--- src/rtl/iterative_shift_unit.sv ---
// iterative_shift_unit: multi-cycle SLL/SRL/SRA/ROL unit with start/done handshake
module iterative_shift_unit #(
  parameter int XLEN = 32,
  parameter int SHAMT_W = 5,
  parameter int STEP = 1
) (
  input  logic               clk,
  input  logic               reset,
  input  logic               start,
  input  logic [1:0]         op,
  input  logic [XLEN-1:0]    operand,
  input  logic [SHAMT_W-1:0] shamt,
  output logic               ready,
  output logic               busy,
  output logic               done,
  output logic [XLEN-1:0]    result
);
  typedef enum logic [1:0] {IDLE, SHIFT, DONE} state_t;
  localparam logic [SHAMT_W:0] STEP_C = (SHAMT_W+1)'(STEP);
  localparam logic [SHAMT_W:0] XLEN_C = (SHAMT_W+1)'(XLEN);
  state_t state, state_n;
  logic [XLEN-1:0] acc, acc_n, shifted, result_n;
  logic [SHAMT_W:0] rem, rem_n, n;
  logic [1:0] op_q, op_n;
  // bits moved this cycle and the accumulator after one step of the latched op
  always_comb begin
    n = rem < STEP_C ? rem : STEP_C;
    shifted = op_q == 2'b00 ? acc << n :
              op_q == 2'b01 ? acc >> n :
              op_q == 2'b11 ? $unsigned($signed(acc) >>> n) :
              (acc << n) | (acc >> (XLEN_C - n));
  end
  // next state; result is loaded only on entry to DONE so it holds otherwise
  always_comb begin
    state_n = state;
    acc_n = acc;
    rem_n = rem;
    op_n = op_q;
    result_n = result;
    if (state == IDLE && start) begin
      acc_n = operand;
      op_n = op;
      rem_n = {1'b0, shamt};
      state_n = shamt == '0 ? DONE : SHIFT;
      result_n = shamt == '0 ? operand : result;
    end else if (state == SHIFT) begin
      acc_n = shifted;
      rem_n = rem - n;
      state_n = rem == n ? DONE : SHIFT;
      result_n = rem == n ? shifted : result;
    end else if (state == DONE) begin
      state_n = IDLE;
    end
  end
  // state and datapath registers
  always_ff @(posedge clk) begin
    if (reset) begin
      state <= IDLE;
      acc <= '0;
      rem <= '0;
      op_q <= '0;
      result <= '0;
    end else begin
      state <= state_n;
      acc <= acc_n;
      rem <= rem_n;
      op_q <= op_n;
      result <= result_n;
    end
  end
  assign ready = state == IDLE;
  assign busy = !ready;
  assign done = state == DONE;
endmodule

--- config.mk ---
export PLATFORM = sky130hd
export DESIGN_NAME = iterative_shift_unit
export DESIGN_NICKNAME = d
export VERILOG_FILES = /design/src/rtl/iterative_shift_unit.sv
export SDC_FILE = /design/constraint.sdc
export NUM_CORES = 1
export LEC_CHECK = 0
export CAP_MARGIN = 20
export CORE_MARGIN = 4
export CORE_UTILIZATION = 40
export CTS_CLUSTER_DIAMETER = 60
export CTS_CLUSTER_SIZE = 14
export DETAILED_ROUTE_END_ITERATION = 8
export DONT_BUFFER_PORTS = 1
export PLACE_DENSITY = 0.64
export SETUP_SLACK_MARGIN = 0.15
export SLEW_MARGIN = 30
export SYNTH_ARGS = -nofsm -noshare
export SYNTH_HDL_FRONTEND = slang
export SYNTH_SLANG_ARGS = --single-unit
--- constraint.sdc ---
create_clock -name clk -period 6 [get_ports clk]
set_input_delay 1.2 -clock clk [delete_from_list [all_inputs] [get_ports clk]]
set_output_delay 1.2 -clock clk [all_outputs]
set_load 0.005 [all_outputs]
After elaboration in Yosys (flattened, before gate mapping)
Index checks and enable logic that the tools add are counted.
W data, S select, Z words.
{"block": "classes", "add_sub_neg": 2, "multipliers": 0, "n_div": 0, "order_cmp": 1, "eq_ne": 6, "n_shift": 4, "muxes": 17, "bitwise": 1, "reduce_logical": 10}
{"operator": "$mux W32", "count": 9}
{"operator": "$shr A32 B6 Y32", "count": 2}
{"operator": "$or A32 B32 Y32", "count": 1}
{"operator": "$shl A32 B6 Y32", "count": 1}
{"operator": "$sshr A32 B6 Y32", "count": 1}
{"operator": "$mux W2", "count": 5}
{"operator": "$mux W5", "count": 2}
{"operator": "$eq A6 B6 Y1", "count": 1}
{"operator": "$lt A6 B1 Y1 const B", "count": 1}
{"operator": "$mux W6", "count": 1}
{"operator": "$sub A6 B6 Y6", "count": 1}
{"operator": "$sub A6 B6 Y6 const A", "count": 1}
{"operator": "$logic_not A5 Y1", "count": 1}
{"operator": "$eq A2 B1 Y1 const B", "count": 2}
{"operator": "$eq A2 B2 Y1 const B", "count": 2}
{"operator": "$logic_not A2 Y1", "count": 2}
{"operator": "$reduce_bool A2 Y1", "count": 2}
{"operator": "$reduce_and A3 Y1", "count": 1}
{"operator": "$reduce_bool A3 Y1", "count": 1}
{"operator": "$ne A2 B1 Y1 const B", "count": 1}
{"operator": "$reduce_or A2 Y1", "count": 1}
{"operator": "$logic_and A1 B1 Y1", "count": 1}
{"operator": "$logic_not A1 Y1", "count": 1}
{"block": "totals", "register_bits": 74, "latch_bits": 0, "mem_bits_rw": 0, "romBits": 0, "input_bits": 42, "output_inout_bits": 35, "wordCells": 47, "n_memories": 0}

Logic depth before layout (Yosys ltp)
Gate-level depths: netlist of the first run.
{"block": "depth", "ltp_word": 11, "mapped_depth": 12, "ltp_nobuf": 9}

Least setup slack after synthesis of the first run
OpenSTA, ideal clock, no wires.
{"block": "synth_path", "kind": "reg2reg", "startpoint": "reg rem[4]", "endpoint": "reg result[20]", "setup_ps": 147, "arrival_ps": 2705, "required_ps": 5853, "path_slack_ps": 3148, "path_stages_with_launch": 11, "path_buffers": 2, "period_less_slack_ps": 2852, "cell_sequence": "dfxtp_1 > nor4_4 > nand2_2 > inv_2 > buf_4 > ha_1 > buf_2 > inv_1 > mux4_2 > a2111oi_0 > a2111oi_2"}
{"block": "synth_between", "elab_chain_len": 11, "word_cells_on_any_way": 17, "classes_between": "add/sub (1); order compare (1); eq/ne (1); shift (4); mux (7); bitwise (1); reduce/logical (2)"}
{"item": "start, declared", "line_no": "23", "rtl": "logic [SHAMT_W:0] rem, rem_n, n;"}
{"item": "start signal, assigned", "line_no": "66", "rtl": "rem <= rem_n;"}
{"item": "$lt A6 B1 Y1", "line_no": "27", "rtl": "n = rem < STEP_C ? rem : STEP_C;"}
{"item": "$mux W6", "line_no": "27"}
{"item": "$sub A6 B6 Y6", "line_no": "31", "rtl": "(acc << n) | (acc >> (XLEN_C - n));"}
{"item": "$shr A32 B6 Y32", "line_no": "31"}
{"item": "$or A32 B32 Y32", "line_no": "31"}
{"item": "$mux W32", "line_no": "30", "rtl": "op_q == 2'b11 ? $unsigned($signed(acc) >>> n) :"}
{"item": "$mux W32", "line_no": "29", "rtl": "op_q == 2'b01 ? acc >> n :"}
{"item": "$mux W32", "line_no": "28", "rtl": "shifted = op_q == 2'b00 ? acc << n :"}
{"item": "$mux W32", "line_no": "50", "rtl": "result_n = rem == n ? shifted : result;"}
{"item": "$mux W32", "line_no": "46", "rtl": "end else if (state == SHIFT) begin"}
{"item": "$mux W32", "line_no": "40", "rtl": "if (state == IDLE && start) begin"}
{"item": "end signal, assigned", "line_no": "68", "rtl": "result <= result_n;"}
{"item": "end, declared", "line_no": "16", "rtl": "output logic [XLEN-1:0] result"}
Parallel ways exist; a longest one is shown, timed or not. The select of a mux whose other input is x is not followed.
A chain may end at the register's enable or synchronous reset.

Worst setup path after layout of the first run
Ends and elaborated chain as after synthesis.

==> results of run 1 <==
-- sequential cells by signal, summed over array words and instances (netlist names) --
| signal | flops |
|---|---|
| state | 2 |
| op_q | 2 |
| rem | 6 |
| result | 32 |
| acc | 32 |
-- metrics by stage --
| step | util, % | hold WS [ps] | worst slack, ps | std cells |
|---|---|---|---|---|
| floorplan | - | 448.2 | 3148 | 554 |
| finish | 42.97 | 466.3 | 2438 | 664 |
| CTS | 42.95 | 471.0 | 2263 | 664 |
| detailed placement | 40.75 | 460.6 | 2284 | 648 |
| global route | 42.97 | 494.6 | 2233 | 664 |
| global placement | 40.73 | 458.4 | 2385 | 648 |
-- worst max-delay path by stage --
stage,endpoint,slack (ps),start,depth (start not counted)
after floorplan,result[20]$_SDFFE_PP0P_,3150,rem[4]$_SDFFE_PP0P_,10
after global placement,result[20]$_SDFFE_PP0P_,2390,rem[4]$_SDFFE_PP0P_,8
after detailed placement,result[20]$_SDFFE_PP0P_,2280,rem[4]$_SDFFE_PP0P_,8
after CTS,result[20]$_SDFFE_PP0P_,2260,rem[4]$_SDFFE_PP0P_,8
after global routing,result[11]$_SDFFE_PP0P_,2230,rem[4]$_SDFFE_PP0P_,9
final,result[20]$_SDFFE_PP0P_,2440,rem[4]$_SDFFE_PP0P_,8
-- synth_stat cells (8+ instances only) --
cell type  count  share of area, %
mux2i_1       20               4.5
o21ai_0       19               2.1
nand3_1       20               2.3
o22ai_1        9               1.3
a211oi_1      37               6.3
mux2_2        10               2.5
a21oi_1       47               5.3
dfxtp_1       74                33
o211ai_1      13               2.2
nor3_1        29               3.3
nand2b_1       8               1.1
buf_2         14               1.6
clkbuf_1      30               2.5
nor2_1        54               4.6
nand2_1       46               3.9
-- kinds of logic after synthesis --
| logic type | count (synthesis) |
|---|---|
| other | 1 |
| AND/OR/NAND/NOR | 195 |
| flip-flops | 74 |
| adder cells (fa/ha/maj) | 3 |
| buffers and inverters | 61 |
| AO/OA/AOI/OAI | 189 |
| multiplexers | 31 |
-- layout make-up --
class                           instances  share of cell area, %
Clock buffer                           12                  3.546
Multi-Input combinational cell        419                  57.56
Tap cell                              140                  3.760
Timing Repair Buffer                    7                  1.128
Sequential cell                        74                  31.80
Inverter                                8                 0.6446
Clock inverter                          4                  1.558
-- routing by layer --
| metal | part of all wire [%] | GRT usage (%) | up-vias |
|---|---|---|---|
| met1 | 44 | 29.27 | 2020 |
| met5 | 0 | 0 | - |
| li1 | - | - | 2040 |
| met2 | 46 | 33.41 | 161 |
| met4 | 1.8 | 6.731 | 0 |
| met3 | 7.7 | 6.043 | 28 |
-- power breakdown --
group	internal, W	switching (W)	leakage [nW]
clock network	0.000268	0.000194	0.119
registers	0.000559	0.0000992	0.606
logic	0.000232	0.000387	0.813
total	0.00106	0.000680	1.54
-- worst min-delay path: cells and delay by family, from the launching register on --
kind	cells	cell delay (ps)
flip-flops	1	320
AND/OR/NAND/NOR	1	60
AO/OA/AOI/OAI	1	50
==> reports/qor.yml, run 1 <==
route:
  drt_iter0_markers: 427
  firstDrtPassIters: 7
  via_count: 4249
  drt-wirelength-per-cell_um: 20.89
  viasPerCell: 6.399
  drc: 0
  drtAntennaViolNets: 0
  finalWirelength_um: 13870
pwr:
  leakagePower_nw: 1.538
  power.density_nw_per_um2: 373.2
  power_w: 0.001739
  peakVddDrop_uv: 133.7
worst_setup_path:
  worstSetupPathType: "reg2reg"
  cp-end-kind: "flop"
  rr_endpoint: "result[20]$_SDFFE_PP0P_"
  cp_top_family: "simple AND/OR/NAND/NOR gates"
  rrSetupSlack_ps: 2440
  timing.rr.start: "rem[4]$_SDFFE_PP0P_"
  crit_required_ps: 6220
  start_kind: "flop"
  crit_fanout: 27
  r2r_cells: 8
  crit_chain: "nor4_4, nand2_2, inv_2, ha_2, inv_1, mux4_2, a2111oi_0, a2111oi_2"
  cp.arrival_ps: 3780
  cpPeakStageDelay_ps: 560
  critPathBufInv: 2
  critPathSlowestCell: "mux4_2"
timing:
  final_max_slew_viol_count: 0
  finalHoldViolCount: 0
  max-slew-margin-rel_pct: 42.74
  fin_skew_ps: 10.17
  achievable-frequency_ghz: 0.2807
  report.final.setup_viol: 0
  fin_crit_sh_pct: 59.37
  finalCriticalPeriod_ps: 3562
  tns_ps: 0
  worst_slew_pin_slew_ps: 858.9
  rsz0062_at_grt: "false"
finish:
  nets: 564
  n_fill_cell: 1134
  layout-drive-gt1-share_pct: 10.11
  fin_area_um2: 4658
  area.sequential_um2: 1481
  layout_commonest_cell: "dfxtp_1"
  final_cell_mix: "dfxtp_1, nor2_1, a21oi_1"
  diodes: 0
  area_delta_synth_final_pct: 5.289
  multi_input_area_um2: 2681
global_routing:
  grt-ovfl-total: 0
  antenna_found_initial: 0
  grt_pass1_wl_um: 22380
  grt_use_total_pct: 21.61
  grt_pass1_vias: 4155
  grt_max_degree: 59
synthesis:
  synth_adder_area_share_pct: 0.8484
  synth_seq_cells: 74
  synthMuxAreaShare_pct: 7.579
  synthSimpleGateAreaFrac_pct: 21.58
  synth-xor-area-share_pct: 0
  async_flop_share_pct: 0
  synth-edff-count: 0
  synth_compound_area_share_pct: 30.26
  netlist-cell-type-count: 68
  ys.flop_type: "dfxtp_1"
  synth_area_um2: 4424
  syn-instance-count: 554
  yosys_warnings: 0
  synth_nets: 599
  avgSynthCellArea_um2: 7.986
  synth_top_family_by_area: "compound AO/OA/AOI/OAI gates"
  synth_seq_area_share_pct: 33.48
place:
  dp_hpwl_um: 9435
  gp_congestion: 0.8549
  io_buffers: 0
  placed_area_um2: 4418
clock_network:
  post-cts-setup-buffers: 0
  h-tree-depth: 3
  postCtsHoldBufs: 0
  cts_buffers: 9
  root_buffer: "clkbuf_8"
  insertion_delay_ps: 360
  cts_tree: "yes"
  cts_sinks: 74
  cts_resized: 0
  cts_max_path_buffers: 2
  clk_pin_slew_ps: 80
hold_path:
  hp-class: "reg2reg"
  min_delay_path_depth: 2
  min_to: "result[3]$_SDFFE_PP0P_"
  hold_start: "result[3]$_SDFFE_PP0P_"
floorplanning:
  fp.dieArea_um2: 12810
  start_util_pct: 40.81
  die_w_um: 113.2
  die_y_um: 113.2
  pin_count: 77
  core_um2: 10840
  rows: 38
flow_run:
  drv_cap: 0
status:
  status: "completed"
Power figures use the tool's default switching activity.
==> inputs of run 2 (changes only) <==
--- a/config.mk
+++ b/config.mk
@@ -12,7 +12,7 @@
 export CTS_CLUSTER_SIZE = 14
 export DETAILED_ROUTE_END_ITERATION = 8
 export DONT_BUFFER_PORTS = 1
-export PLACE_DENSITY = 0.64
+export PLACE_DENSITY = 0.66
 export SETUP_SLACK_MARGIN = 0.15
 export SLEW_MARGIN = 30
 export SYNTH_ARGS = -nofsm -noshare
==> constraint.sdc (replaced) <==
create_clock -name clk -period 2.89 [get_ports clk]
set_input_delay 0.578 -clock clk [delete_from_list [all_inputs] [get_ports clk]]
set_output_delay 0.578 -clock clk [all_outputs]
set_load 0.005 [all_outputs]
==> run 2 against run 1 <==
Via count is 3.1% higher. Fmax is 33% higher. Register-to-register slack worse by 2200 ps. Final area is 2.3% higher. Sequential share of layout area is 0.71 points lower.
==> reports/qor.yml, run 2 (synthesis gave the netlist of run 1 again) <==
status:
  status: "completed"
timing:
  fin_skew_ps: 15.90  # +5.729 ps
  achievable-frequency_ghz: 0.3726  # +33%
  rsz0062_at_grt: "false"
  tns_ps: 0  # unchanged
  fin_crit_sh_pct: 92.87  # +34 points
  worst_slew_pin_slew_ps: 897.0  # +38.08 ps
  max-slew-margin-rel_pct: 38.65  # -4.1 points
  final_max_slew_viol_count: 0  # unchanged
  finalCriticalPeriod_ps: 2684  # -878.1 ps
  report.final.setup_viol: 0  # unchanged
  finalHoldViolCount: 0  # unchanged
hold_path:
  hp-class: "in2reg"
clock_network:
  cts_sinks: 74  # unchanged
  clk_pin_slew_ps: 90  # about the same
  cts_tree: "yes"
  cts_max_path_buffers: 2  # unchanged
  root_buffer: "clkbuf_8"
  h-tree-depth: 3  # unchanged
  insertion_delay_ps: 380  # +20 ps
  postCtsHoldBufs: 0  # unchanged
  cts_buffers: 9  # unchanged
global_routing:
  grt_max_degree: 59  # unchanged
  grt_pass1_vias: 4053  # -2.5%
  grt_pass1_wl_um: 22650  # +1.2%
  antenna_found_initial: 0  # unchanged
  grt-ovfl-total: 0  # unchanged
  grt_use_total_pct: 22.14  # +0.52 points
route:
  finalWirelength_um: 14230  # +2.6%
  drt_iter0_markers: 485  # +14%
  viasPerCell: 6.435  # +0.56%
  drtAntennaViolNets: 0  # unchanged
  drt-wirelength-per-cell_um: 20.90  # about the same
  via_count: 4382  # +3.1%
  drc: 0  # unchanged
  firstDrtPassIters: 5  # -2
worst_setup_path:
  crit_chain: "nor4_4, nand2_2, inv_2, ha_2, mux2_2, a2111oi_0, o32ai_1"
  cp.arrival_ps: 2920  # -860 ps
  crit_fanout: 13  # -52%
  cpPeakStageDelay_ps: 820  # +260 ps
  crit_required_ps: 3130  # -3090 ps
  start_kind: "flop"
  cp_top_family: "compound AO/OA/AOI/OAI gates"
  critPathSlowestCell: "a2111oi_0"
  worstSetupPathType: "reg2reg"
  critPathBufInv: 1  # -1
  cp-end-kind: "flop"
finish:
  layout-drive-gt1-share_pct: 13.12  # +3.0 points
  largestRegisters: "acc (32), result (32), rem (6)"
  n_fill_cell: 1095  # -3.4%
  layout_commonest_cell: "dfxtp_1"
  area_delta_synth_final_pct: 7.692
  final_cell_mix: "dfxtp_1, nor2_1, a21oi_1"
  diodes: 0  # unchanged
  nets: 581  # +3.0%
place:
  gp_congestion: 0.9222  # +7.9%
  dp_hpwl_um: 9882  # +4.7%
  io_buffers: 0  # unchanged
pwr:
  power_w: 0.003575  # +110%
  peakVddDrop_uv: 278.5  # +110%
  leakagePower_nw: 1.599  # +4.0%
  power.density_nw_per_um2: 750.2  # +100%
floorplanning:
  rows: 38  # unchanged
  core_um2: 10840  # unchanged
  die_w_um: 113.2  # unchanged
  fp.dieArea_um2: 12810  # unchanged
  pin_count: 77  # unchanged
  start_util_pct: 40.81  # unchanged
  die_y_um: 113.2  # unchanged
flow_run:
  drv_cap: 0  # unchanged
[run 2: worst reg2reg max path, stage by stage (launching register included)]
cell       delay (ps)
dfxtp_1           490
nor4_4             90
nand2_2            80
inv_2              40
ha_2              490
mux2_2            390
a2111oi_0         820
o32ai_1           160
[run 2: final cells by class]
| class | count | area, µm² | share of cell area, % |
|---|---|---|---|
| multi-input cells | 419 | 2701 | 56.70 |
| flip-flops and latches | 74 | 1481 | 31.09 |
| repair buffers | 24 | 180.2 | 3.782 |
| well taps | 140 | 175.2 | 3.676 |
| clock buffers | 12 | 145.1 | 3.046 |
| clock inverters | 4 | 51.30 | 1.077 |
| inverters | 8 | 30.03 | 0.6303 |
[run 2: path summary, 6_finish.rpt]
path	slack, ps	cells past startpoint	endpoint	start
setup / recovery	210	7	result[12]$_SDFFE_PP0P_	rem[2]$_SDFFE_PP0P_
hold / removal	270	1	result[26]$_SDFFE_PP0P_	reset
setup reg to reg	210	7	result[12]$_SDFFE_PP0P_	rem[2]$_SDFFE_PP0P_
hold reg to reg	470	2	result[31]$_SDFFE_PP0P_	result[31]$_SDFFE_PP0P_
[run 2: per-stage QoR]
stage	instances	util [%]	cell area (µm²)	hold slack (ps)	setup WS [ps]
global route	681	43.95	4765	254.8	186.9
CTS	681	43.89	4758	254.9	275.9
global placement	665	42.08	4562	457.4	318.4
finish	681	43.95	4765	268.2	206.1
detailed placement	665	42.08	4562	462.0	305.4
floorplan	554	-	4443	448.2	185.3
[run 2: repair_timing]
item,4_1_cts,5_1_grt
hold endpoints to repair,0,0
resized for setup,0,3
setup endpoints to repair,0,12
setup buffers,0,0
[run 2: report_power, final]
part	internal, W	leakage (nW)	switching [W]
registers	0.00116	0.606	0.000197
logic	0.000537	0.896	0.000843
clock network	0.000423	0.0966	0.000414
total	0.00212	1.60	0.00145
[run 2: layer usage]
| metal | global-route usage, % | vias to the layer above | share of wire (%) |
|---|---|---|---|
| li1 | - | 2072 | - |
| met1 | 30.62 | 2079 | 44 |
| met5 | 0 | - | 0 |
| met4 | 9.135 | 0 | 2.5 |
| met3 | 6.150 | 29 | 8.8 |
| met2 | 32.39 | 202 | 44 |
==> inputs of run 3 (changes only) <==
--- a/config.mk
+++ b/config.mk
@@ -12,7 +12,7 @@
 export CTS_CLUSTER_SIZE = 14
 export DETAILED_ROUTE_END_ITERATION = 8
 export DONT_BUFFER_PORTS = 1
-export PLACE_DENSITY = 0.66
+export PLACE_DENSITY = 0.64
 export SETUP_SLACK_MARGIN = 0.15
 export SLEW_MARGIN = 30
 export SYNTH_ARGS = -nofsm -noshare
==> constraint.sdc (replaced) <==
create_clock -name clk -period 3.4 [get_ports clk]
set_input_delay 0.68 -clock clk [delete_from_list [all_inputs] [get_ports clk]]
set_output_delay 0.68 -clock clk [all_outputs]
set_load 0.005 [all_outputs]
==> run 3 against run 2 <==
Sequential power down 15%. Via count down 1.1%. Clock power down 7.0%. First-iteration DRC count down 8.9%. Largest power group is now sequential cells. Critical path depth up 2. Highest routed layer unchanged. Total power down 14%. Sequential share of layout area up 0.33 points. Die area unchanged.
==> reports/qor.yml, run 3 (synthesis gave the netlist of run 1 again) <==
clock_network:
  h-tree-depth: 3  # unchanged
  postCtsHoldBufs: 0  # unchanged
  cts_buffers: 9  # unchanged
  cts_sinks: 74  # unchanged
  clk_pin_slew_ps: 90  # about the same
  post-cts-setup-buffers: 0  # unchanged
  cts_tree: "yes"
  cts_resized: 0  # unchanged
  cts_max_path_buffers: 2  # unchanged
  insertion_delay_ps: 360  # -20 ps
  root_buffer: "clkbuf_8"
global_routing:
  grt_pass1_vias: 4214  # +4.0%
  grt_max_degree: 59  # unchanged
  grt_pass1_wl_um: 22300  # -1.6%
  grt-ovfl-total: 0  # unchanged
  grt_use_total_pct: 21.43  # -0.71 points
  antenna_found_initial: 0  # unchanged
finish:
  multi_input_area_um2: 2676  # -0.93%
  layout-drive-gt1-share_pct: 11.07  # -2.1 points
  area_delta_synth_final_pct: 6.561
  final_cell_mix: "dfxtp_1, nor2_1, a21oi_1"
  nets: 573  # -1.4%
  n_fill_cell: 1069  # -2.4%
  area.sequential_um2: 1481  # unchanged
  diodes: 0  # unchanged
  largestRegisters: "acc (32), result (32), rem (6)"
  layout_commonest_cell: "dfxtp_1"
worst_setup_path:
  critPathSlowestCell: "a2111oi_0"
  timing.rr.start: "rem[4]$_SDFFE_PP0P_"
  start_kind: "flop"
  cp.arrival_ps: 2990  # +70 ps
  cp_top_family: "simple AND/OR/NAND/NOR gates"
  crit_path_start: "rem[4]$_SDFFE_PP0P_"
  cpPeakStageDelay_ps: 650  # -170 ps
  worstSetupPathType: "reg2reg"
  rrSetupSlack_ps: 620  # +420 ps
  crit_required_ps: 3620  # +490 ps
  cp-end-kind: "flop"
  crit_fanout: 21  # +8
  crit_chain: "nor4_4, nand2_2, buf_4, nand2b_1, ha_1, nand3_1, and2_1, a2111oi_0, a2111oi_2"
  critPathBufInv: 1  # unchanged
place:
  gp_congestion: 0.8842  # -4.1%
  preCtsSetupSlack_ps: 640.7  # +335.3 ps
  io_buffers: 0  # unchanged
  dp_hpwl_um: 9313  # -5.8%
route:
  drt-wirelength-per-cell_um: 20.35  # -2.6%
  finalWirelength_um: 13690  # -3.8%
  drc: 0  # unchanged
  drt_iter0_markers: 442  # -8.9%
  via_count: 4333  # -1.1%
  viasPerCell: 6.438  # about the same
  drtAntennaViolNets: 0  # unchanged
  firstDrtPassIters: 5  # unchanged
floorplanning:
  fp.dieArea_um2: 12810  # unchanged
  core_um2: 10840  # unchanged
  die_y_um: 113.2  # unchanged
  pin_count: 77  # unchanged
  rows: 38  # unchanged
  die_w_um: 113.2  # unchanged
  start_util_pct: 40.81  # unchanged
hold_path:
  hold_start: "reset"
  hp-class: "in2reg"
pwr:
  seq_power_share_pct: 37.7  # -0.3 points
  comb_power_share_pct: 36.8  # -1.8 points
  internal_power_w: 0.001850  # -13%
  peakVddDrop_uv: 221.7  # -20%
  p_clk_share_pct: 25.5  # +2.1 points
  swShare_pct: 39.53  # -1.1 points
  p_sw_w: 0.001209  # -17%
  leakagePower_nw: 1.578  # -1.3%
  power.density_nw_per_um2: 648.9  # -14%
timing:
  fin_skew_ps: 13.83  # -2.071 ps
  finalHoldViolCount: 0  # unchanged
  finalCriticalPeriod_ps: 2778  # +94.45 ps
  report.final.setup_viol: 0  # unchanged
  final_max_slew_viol_count: 0  # unchanged
  rsz0062_at_grt: "false"
  worst_slack_ps: 621.6  # +415.5 ps
  max-slew-margin-rel_pct: 48.17  # +9.5 points
  tns_ps: 0  # unchanged
  achievable-frequency_ghz: 0.3599  # -3.4%
  worst_slew_pin_slew_ps: 777.4  # -119.6 ps
  fin_crit_sh_pct: 81.72  # -11 points
flow_run:
  drv_cap: 0  # unchanged
status:
  status: "completed"
-- run 3: power by group through the flow --
stage / registers (W) / logic (W) / clock network [W]
2_1_floorplan: 0.00111 / 0.000903 / 0
6_report: 0.00115 / 0.00113 / 0.000779
3_3_place_gp: 0.00117 / 0.00109 / 0
3_5_place_dp: 0.00117 / 0.00110 / 0
5_1_grt: 0.00118 / 0.00124 / 0.000825
4_1_cts: 0.00115 / 0.00111 / 0.000790
-- run 3: routing by layer --
layer	vias to the layer above	GRT usage (%)	wire length, µm
li1	2062	-	-
met1	2056	28.54	6012
met2	185	33.33	6191
met3	30	6.738	1250
met4	0	6.330	238
met5	-	0	0
-- run 3: cell type report --
type	count	share of cell area, %
tap	140	3.716
multi-input combinational	419	56.77
clock inverter	5	1.645
inverter	8	0.6369
sequential	74	31.42
clock buffer	11	2.999
timing repair buffer	16	2.813
-- run 3: stage by stage --
stage	power [W]	util, %	std cells	hold slack, ps	cell area (µm²)
finish	0.003059	43.49	673	396.1	4715
global route	0.003245	43.49	673	373.8	4715
CTS	0.003052	43.49	673	371.6	4715
detailed placement	0.002274	41.47	657	462.8	4496
global placement	0.002260	41.47	657	462.3	4496
floorplan	0.002010	-	554	448.2	4424
-- run 3: worst reg2reg max path: stages (launching register included) --
cell	delay, ps
dfxtp_1	380
nor4_4	340
nand2_2	90
buf_4	230
nand2b_1	130
ha_1	180
nand3_1	100
and2_1	420
a2111oi_0	650
a2111oi_2	110
-- run 3: final timing paths --
check,end,cells past startpoint
max,result[20]$_SDFFE_PP0P_,9
min,acc[16]$_SDFFE_PP0P_,1
max reg2reg,result[20]$_SDFFE_PP0P_,9
min reg2reg,result[19]$_SDFFE_PP0P_,2
